===== src/rtl/shift_deserializer_if.sv =====
// shift_deserializer_if: serial-side strobes and word-side valid/ready bundle for the deserializer
interface shift_deserializer_if #(parameter int WIDTH = 8);
   logic enable;
   logic sync;
   logic data_in;
   logic ready;
   logic clr_ovf;
   logic [WIDTH-1:0] data_out;
   logic valid;
   logic busy;
   logic overflow;
   modport master (output enable, sync, data_in, ready, clr_ovf, input data_out, valid, busy, overflow);
   modport slave (input enable, sync, data_in, ready, clr_ovf, output data_out, valid, busy, overflow);
endinterface


===== src/rtl/shift_deserializer.sv =====
// shift_deserializer: serial-in/parallel-out receiver with one-word holding register and sticky overflow
module shift_deserializer #(
   parameter int WIDTH = 8,
   parameter bit MSB_FIRST = 1'b1
) (
   input logic clk,
   input logic rst,
   shift_deserializer_if.slave s
);
   localparam int CW = (WIDTH > 2) ? $clog2(WIDTH) : 1;
   logic [WIDTH-1:0] sr, sr_nxt, data_out;
   logic [CW-1:0] cnt, ecnt;
   logic valid, overflow, wc, pop;
   always_comb begin
      ecnt = s.sync ? '0 : cnt;
      sr_nxt = MSB_FIRST ? {sr[WIDTH-2:0], s.data_in} : {s.data_in, sr[WIDTH-1:1]};
      wc = s.enable && (ecnt == CW'(WIDTH - 1));
      pop = valid && s.ready;
   end
   always_ff @(posedge clk or posedge rst) begin
      if (rst) begin
         sr <= '0;
         cnt <= '0;
         data_out <= '0;
         valid <= 1'b0;
         overflow <= 1'b0;
      end else begin
         if (s.enable) begin
            sr <= sr_nxt;
            cnt <= wc ? '0 : ecnt + CW'(1);
         end else if (s.sync) cnt <= '0;
         if (wc && (!valid || pop)) begin
            data_out <= sr_nxt;
            valid <= 1'b1;
         end else if (!wc && pop) valid <= 1'b0;
         // a drop on the same edge as clr_ovf must leave the flag set
         if (wc && valid && !s.ready) overflow <= 1'b1;
         else if (s.clr_ovf) overflow <= 1'b0;
      end
   end
   assign s.data_out = data_out;
   assign s.valid = valid;
   assign s.busy = (cnt != '0);
   assign s.overflow = overflow;
endmodule


===== src/flat_wrapper.sv =====
// flat-port wrapper written by rule: the top's interface ports become plain ports
module shift_deserializer_flat 
#(
   parameter int WIDTH = 8,
   parameter bit MSB_FIRST = 1'b1
)
  (clk, rst, s_enable, s_sync, s_data_in, s_ready, s_clr_ovf, s_data_out, s_valid, s_busy, s_overflow);
  shift_deserializer_if #(.WIDTH(WIDTH)) s_i ();
  input logic clk;
  input logic rst;
  input wire logic [$bits(s_i.enable)-1:0] s_enable;
  input wire logic [$bits(s_i.sync)-1:0] s_sync;
  input wire logic [$bits(s_i.data_in)-1:0] s_data_in;
  input wire logic [$bits(s_i.ready)-1:0] s_ready;
  input wire logic [$bits(s_i.clr_ovf)-1:0] s_clr_ovf;
  output wire logic [$bits(s_i.data_out)-1:0] s_data_out;
  output wire logic [$bits(s_i.valid)-1:0] s_valid;
  output wire logic [$bits(s_i.busy)-1:0] s_busy;
  output wire logic [$bits(s_i.overflow)-1:0] s_overflow;
  assign s_i.enable = s_enable;
  assign s_i.sync = s_sync;
  assign s_i.data_in = s_data_in;
  assign s_i.ready = s_ready;
  assign s_i.clr_ovf = s_clr_ovf;
  assign s_data_out = s_i.data_out;
  assign s_valid = s_i.valid;
  assign s_busy = s_i.busy;
  assign s_overflow = s_i.overflow;
  shift_deserializer #(.WIDTH(WIDTH), .MSB_FIRST(MSB_FIRST)) u_core (.clk(clk), .rst(rst), .s(s_i));
endmodule

===== config.mk =====
export PLATFORM = sky130hd
export DESIGN_NAME = shift_deserializer_flat
export DESIGN_NICKNAME = d
export VERILOG_FILES = /design/src/rtl/shift_deserializer_if.sv /design/src/rtl/shift_deserializer.sv /design/src/flat_wrapper.sv
export SDC_FILE = /design/constraint.sdc
export NUM_CORES = 1
export LEC_CHECK = 0
export ABC_CLOCK_PERIOD_IN_PS = 1450
export CAP_MARGIN = 20
export CORE_UTILIZATION = 50
export CTS_CLUSTER_DIAMETER = 60
export DETAILED_ROUTE_END_ITERATION = 10
export DONT_BUFFER_PORTS = 1
export GPL_TIMING_DRIVEN = 0
export HOLD_SLACK_MARGIN = 0.05
export PLACE_DENSITY = 0.78
export SLEW_MARGIN = 20
export SYNTH_ARGS = -nofsm -noshare
export SYNTH_HDL_FRONTEND = slang
export SYNTH_SLANG_ARGS = --single-unit

===== constraint.sdc =====
create_clock -name clk -period 1.45 [get_ports clk]
set_input_delay 0.29 -clock clk [delete_from_list [all_inputs] [get_ports clk]]
set_output_delay 0.29 -clock clk [all_outputs]
set_load 0.01 [all_outputs]

Word level (Yosys, flattened, before mapping)

Index checks and enable logic that the tools add are counted.

Word-level logic and storage cells: 27
Register bits: 20
Bits of input ports: 7
Output and inout bits: 11

Muxes and demuxes: 7
Eq/ne operators: 1
Reduce and logical (&&, ||, !) cells: 13
$add $sub $neg: 1

Operators by type and width:

| operator                                     | number |
|---|---|
| 2-to-1 mux 3 bit                             | 3 |
| logical AND 1 bit                            | 6 |
| 2-to-1 mux 1 bit                             | 4 |
| nonzero test 2 bit                           | 2 |
| adder 3 x 1 -> 3 bit (second input constant) | 1 |
| equality test 3 bit (second input constant)  | 1 |
| zero test 1 bit                              | 3 |
| nonzero test 3 bit                           | 1 |
| logical OR 1 bit                             | 1 |

Logic depth before layout (Yosys ltp)

Depth in word-level cells: 7
Mapped depth: 7
Gate-level depth less buffers: 6

Worst setup path after synthesis

No wires, ideal clock.

Path type: flip-flop to flip-flop
Start point: register u_core.cnt[0]
End point: register u_core.data_out[0] (netlist: u_core.s.data_out[0])
Library setup time: 0.125 ns
Data required time: 1.325 ns
Stages on the path, launching flop included: 8
Data arrival time: 1.470 ns
Path slack: -0.145 ns
Clock period less this slack: 1.595 ns
Buffers on the path: 1
Cells stage by stage: dfrtp_1 > nor2b_1 > ha_1 > ha_1 > nand2_4 > nor2b_4 > buf_12 > mux2_4

Cells in the longest elaborated chain, start to end: 4

Ends and longest elaborated chain:

| item                   | RTL line                 | source |
|---|---|---|
| start, declared        | shift_deserializer.sv:12 | `logic [CW-1:0] cnt, ecnt;` |
| start signal, assigned | shift_deserializer.sv:30 | `cnt <= wc ? '0 : ecnt + CW'(1);` |
| 2-to-1 mux 3 bit       | -                        |  |
| equality test 3 bit    | shift_deserializer.sv:17 | `wc = s.enable && (ecnt == CW'(WIDTH - 1));` |
| logical AND 1 bit      | shift_deserializer.sv:17 |  |
| logical AND 1 bit      | shift_deserializer.sv:32 | `if (wc && (!valid \|\| pop)) begin` |
| end signal, assigned   | shift_deserializer.sv:33 | `data_out <= sr_nxt;` |
| end, declared          | shift_deserializer.sv:11 | `logic [WIDTH-1:0] sr, sr_nxt, data_out;` |

No other way between the ends.
A chain may end at the register's enable or synchronous reset.

Final worst setup path

Start point: register u_core.cnt[1]
End point: register u_core.data_out[3] (netlist: u_core.s.data_out[3])

Same word-level chain as after synthesis.

==> results.toml <==
[yosys]
ys_ff_latch = 20
yosysUniqueCellTypes = 17
synth_area_leaders = "dfrtp_1 (57%), mux2_4 (14%), mux2_2 (9.1%)"
seq_area_frac_synth_pct = 57.5
synth_top_cell_by_area = "dfrtp_1"
syn_avg_cell_area_sq_um = 15.8
syn_nets = 64
ys.flop_type = "dfrtp_1"
async_flop_share_pct = 100
yosys-top-cells-count = "dfrtp_1 (20), mux2_4 (8), mux2_2 (7)"
yosysMostFrequentCell = "dfrtp_1"
synthCells = 55
yosysTopAreaCellShare_pct = 57.5
syn_area_sq_um = 871
synth_edf_count = 0
yosysWarnings = 0

[timing]
setup_viol = 8
postLayoutSetupSlackWorst_ns = -0.0942
post-route-period-util_pct = 106
worst_pin_slew_ns = 0.727
rsz0062_at_grt = "true"
final.setup_skew_ns = 0.00336
slew_violations = 0
finalSetupTns_ns = -0.722
max-slew-margin-rel_pct = 51.5
finalHoldViolations = 0
finalCriticalPeriod_ns = 1.54
max_freq_mhz = 648

[clocking]
clkTransAtPathRegs_ns = 0.11
cts_root_buf = "clkbuf_4"
cts_made_buffers = 3
cts_max_level = 1
cts_buffer_depth = 2
cts_sinks = 20
insertion_delay_ns = 0.29
cts_tree = "built"

[global_route]
grt.overflow.total = 0
grt.total_usage_pct = 14.7
grt_pass1_wl_um = 2010
grt_max_degree = 21
grt_pass1_vias = 469
antenna_found_initial = 0

[placed_design]
io_buffers = 0
dpl_cell_area_sq_um = 931
finalWeightedCongestion = 0.664
hpwlAfterDp_um = 847

[power]
power.leakage_nw = 0.488
total_power_mw = 1.08
peakVddDrop_mv = 0.665
p_per_area_nw_per_um2 = 1070

[status]
failed_checks = "design-rule violations, negative setup slack"
status = "finished with violations"

[final_layout]
area_delta_synth_final_pct = 15.9
nFillCells = 104
nets = 74
insertedDiodeCount = 0
final_util_pct = 64.8
drive_above_1_share_pct = 51.6
stdcell_area_sq_um = 1010

[hold_path]
min_path_type = "primary input to flop"

[worst_setup_path]
cp_num_buf_inv = 1
worstSetupEndpointType = "flop"
critPathKind = "flop to flop"
start_kind = "flop"
critPathMaxStageDelay_ns = 0.36
cp_max_fo = 8
arrival_ns = 1.72
path_cells = "nor2b_4 -> ha_4 -> ha_4 -> nand2_4 -> nor2b_4 -> buf_12 -> mux2_4"
cp_top_family = "flip-flops"
crit_required_ns = 1.63
critPathSlowestCell = "dfrtp_1"

[routing]
dr.pass1.iters = 6
finalWirelength_um = 1180
routedWlPerCell_um = 14.8
ant_nets = 0
vias_per_cell = 5.41
drc = 1
first_iter_violations = 2
via_count = 433

[floorplanning]
die-area_sq_um = 1910
chipHeight_um = 43.7
die_x_um = 43.7
ios = 18
start_util_pct = 55.9
design.core.area_sq_um = 1560
rows = 14

[run]
cap_violations = 0
[cell usage in the layout, fill, tap and decap left out, drive strengths merged]
cell / instances
inv: 3
o22ai: 1
or3: 1
nor2b: 4
mux2: 15
dfrtp: 20
a22o: 2
nor2: 1
nand2b: 1
xnor2: 1
clkbuf: 4
ha: 2
buf: 6
nand2: 2
dlygate4sd3: 1
[registers in the layout, indices dropped and copies added (netlist names)]
| signal | count |
|---|---|
| u_core.s.data_out | 8 |
| u_core.sr | 7 |
| u_core.cnt | 3 |
| u_core.s.overflow | 1 |
| u_core.s.valid | 1 |
[cell type report]
class / count / area, sq um / area share, %
multi-input cells: 30 / 370 / 36.7
clock buffers: 4 / 36.3 / 3.59
flip-flops and latches: 20 / 500 / 49.6
well taps: 16 / 20.0 / 1.98
inverters: 3 / 11.3 / 1.12
plain buffers: 2 / 31.3 / 3.10
repair buffers: 5 / 40.0 / 3.97
[power breakdown]
part	internal [mW]	switching (mW)
sequential	0.616	0.0392
combinational	0.0745	0.0444
clock	0.153	0.155
total	0.843	0.239
[path summary, 6_finish.rpt]
path / start / end / slack [ns] / cells past startpoint
worst max-delay path: u_core.cnt[1] / u_core.s.data_out[3] / -0.09 / 7
worst min-delay path: s_clr_ovf / u_core.s.overflow / 0.09 / 1
worst min register to register: u_core.sr[6] / u_core.s.data_out[7] / 0.53 / 1
worst max register to register: u_core.cnt[1] / u_core.s.data_out[3] / -0.09 / 7
max in group asynchronous: rst / u_core.s.data_out[3] / 0.44 / 2
min in group asynchronous: rst / u_core.s.valid / 0.56 / 2
[logic make-up after synthesis]
| family | count (synthesis) | synth area share [%] |
|---|---|---|
| AO/OA/AOI/OAI | 3 | 2.73 |
| XOR/XNOR | 1 | 1.01 |
| adder cells (fa/ha/maj) | 2 | 2.87 |
| buffers and inverters | 5 | 4.88 |
| flip-flops | 20 | 57.5 |
| multiplexers | 15 | 22.8 |
| AND/OR/NAND/NOR | 9 | 8.19 |
[through the flow]
stage                     cells  hold WS, ns  worst slack (ns)
after detailed placement     71        0.348            -0.111
after floorplan              55        0.254           -0.0228
after global routing         80       0.0827            -0.159
final                        80       0.0931           -0.0942
after CTS                    78       0.0873            -0.106
after global placement       71        0.335           -0.0672
[timing repair]
action / in CTS / in global routing
hold buffers: 1 / 0
endpoints found under the setup margin: 8 / 8
hold endpoints to repair: 20 / 0
gates resized for setup: 0 / 1
pin swaps: 1 / 0
buffers inserted: 2 / 2
[layer usage]
layer	GRT usage [%]	vias up	share of wire, %
li1	-	202	-
met1	16.7	217	44
met2	24.2	12	50
met3	4.17	2	4.1
met4	9.38	0	1.5
met5	0	-	0
No activity file was read; power rests on OpenSTA's default activity.
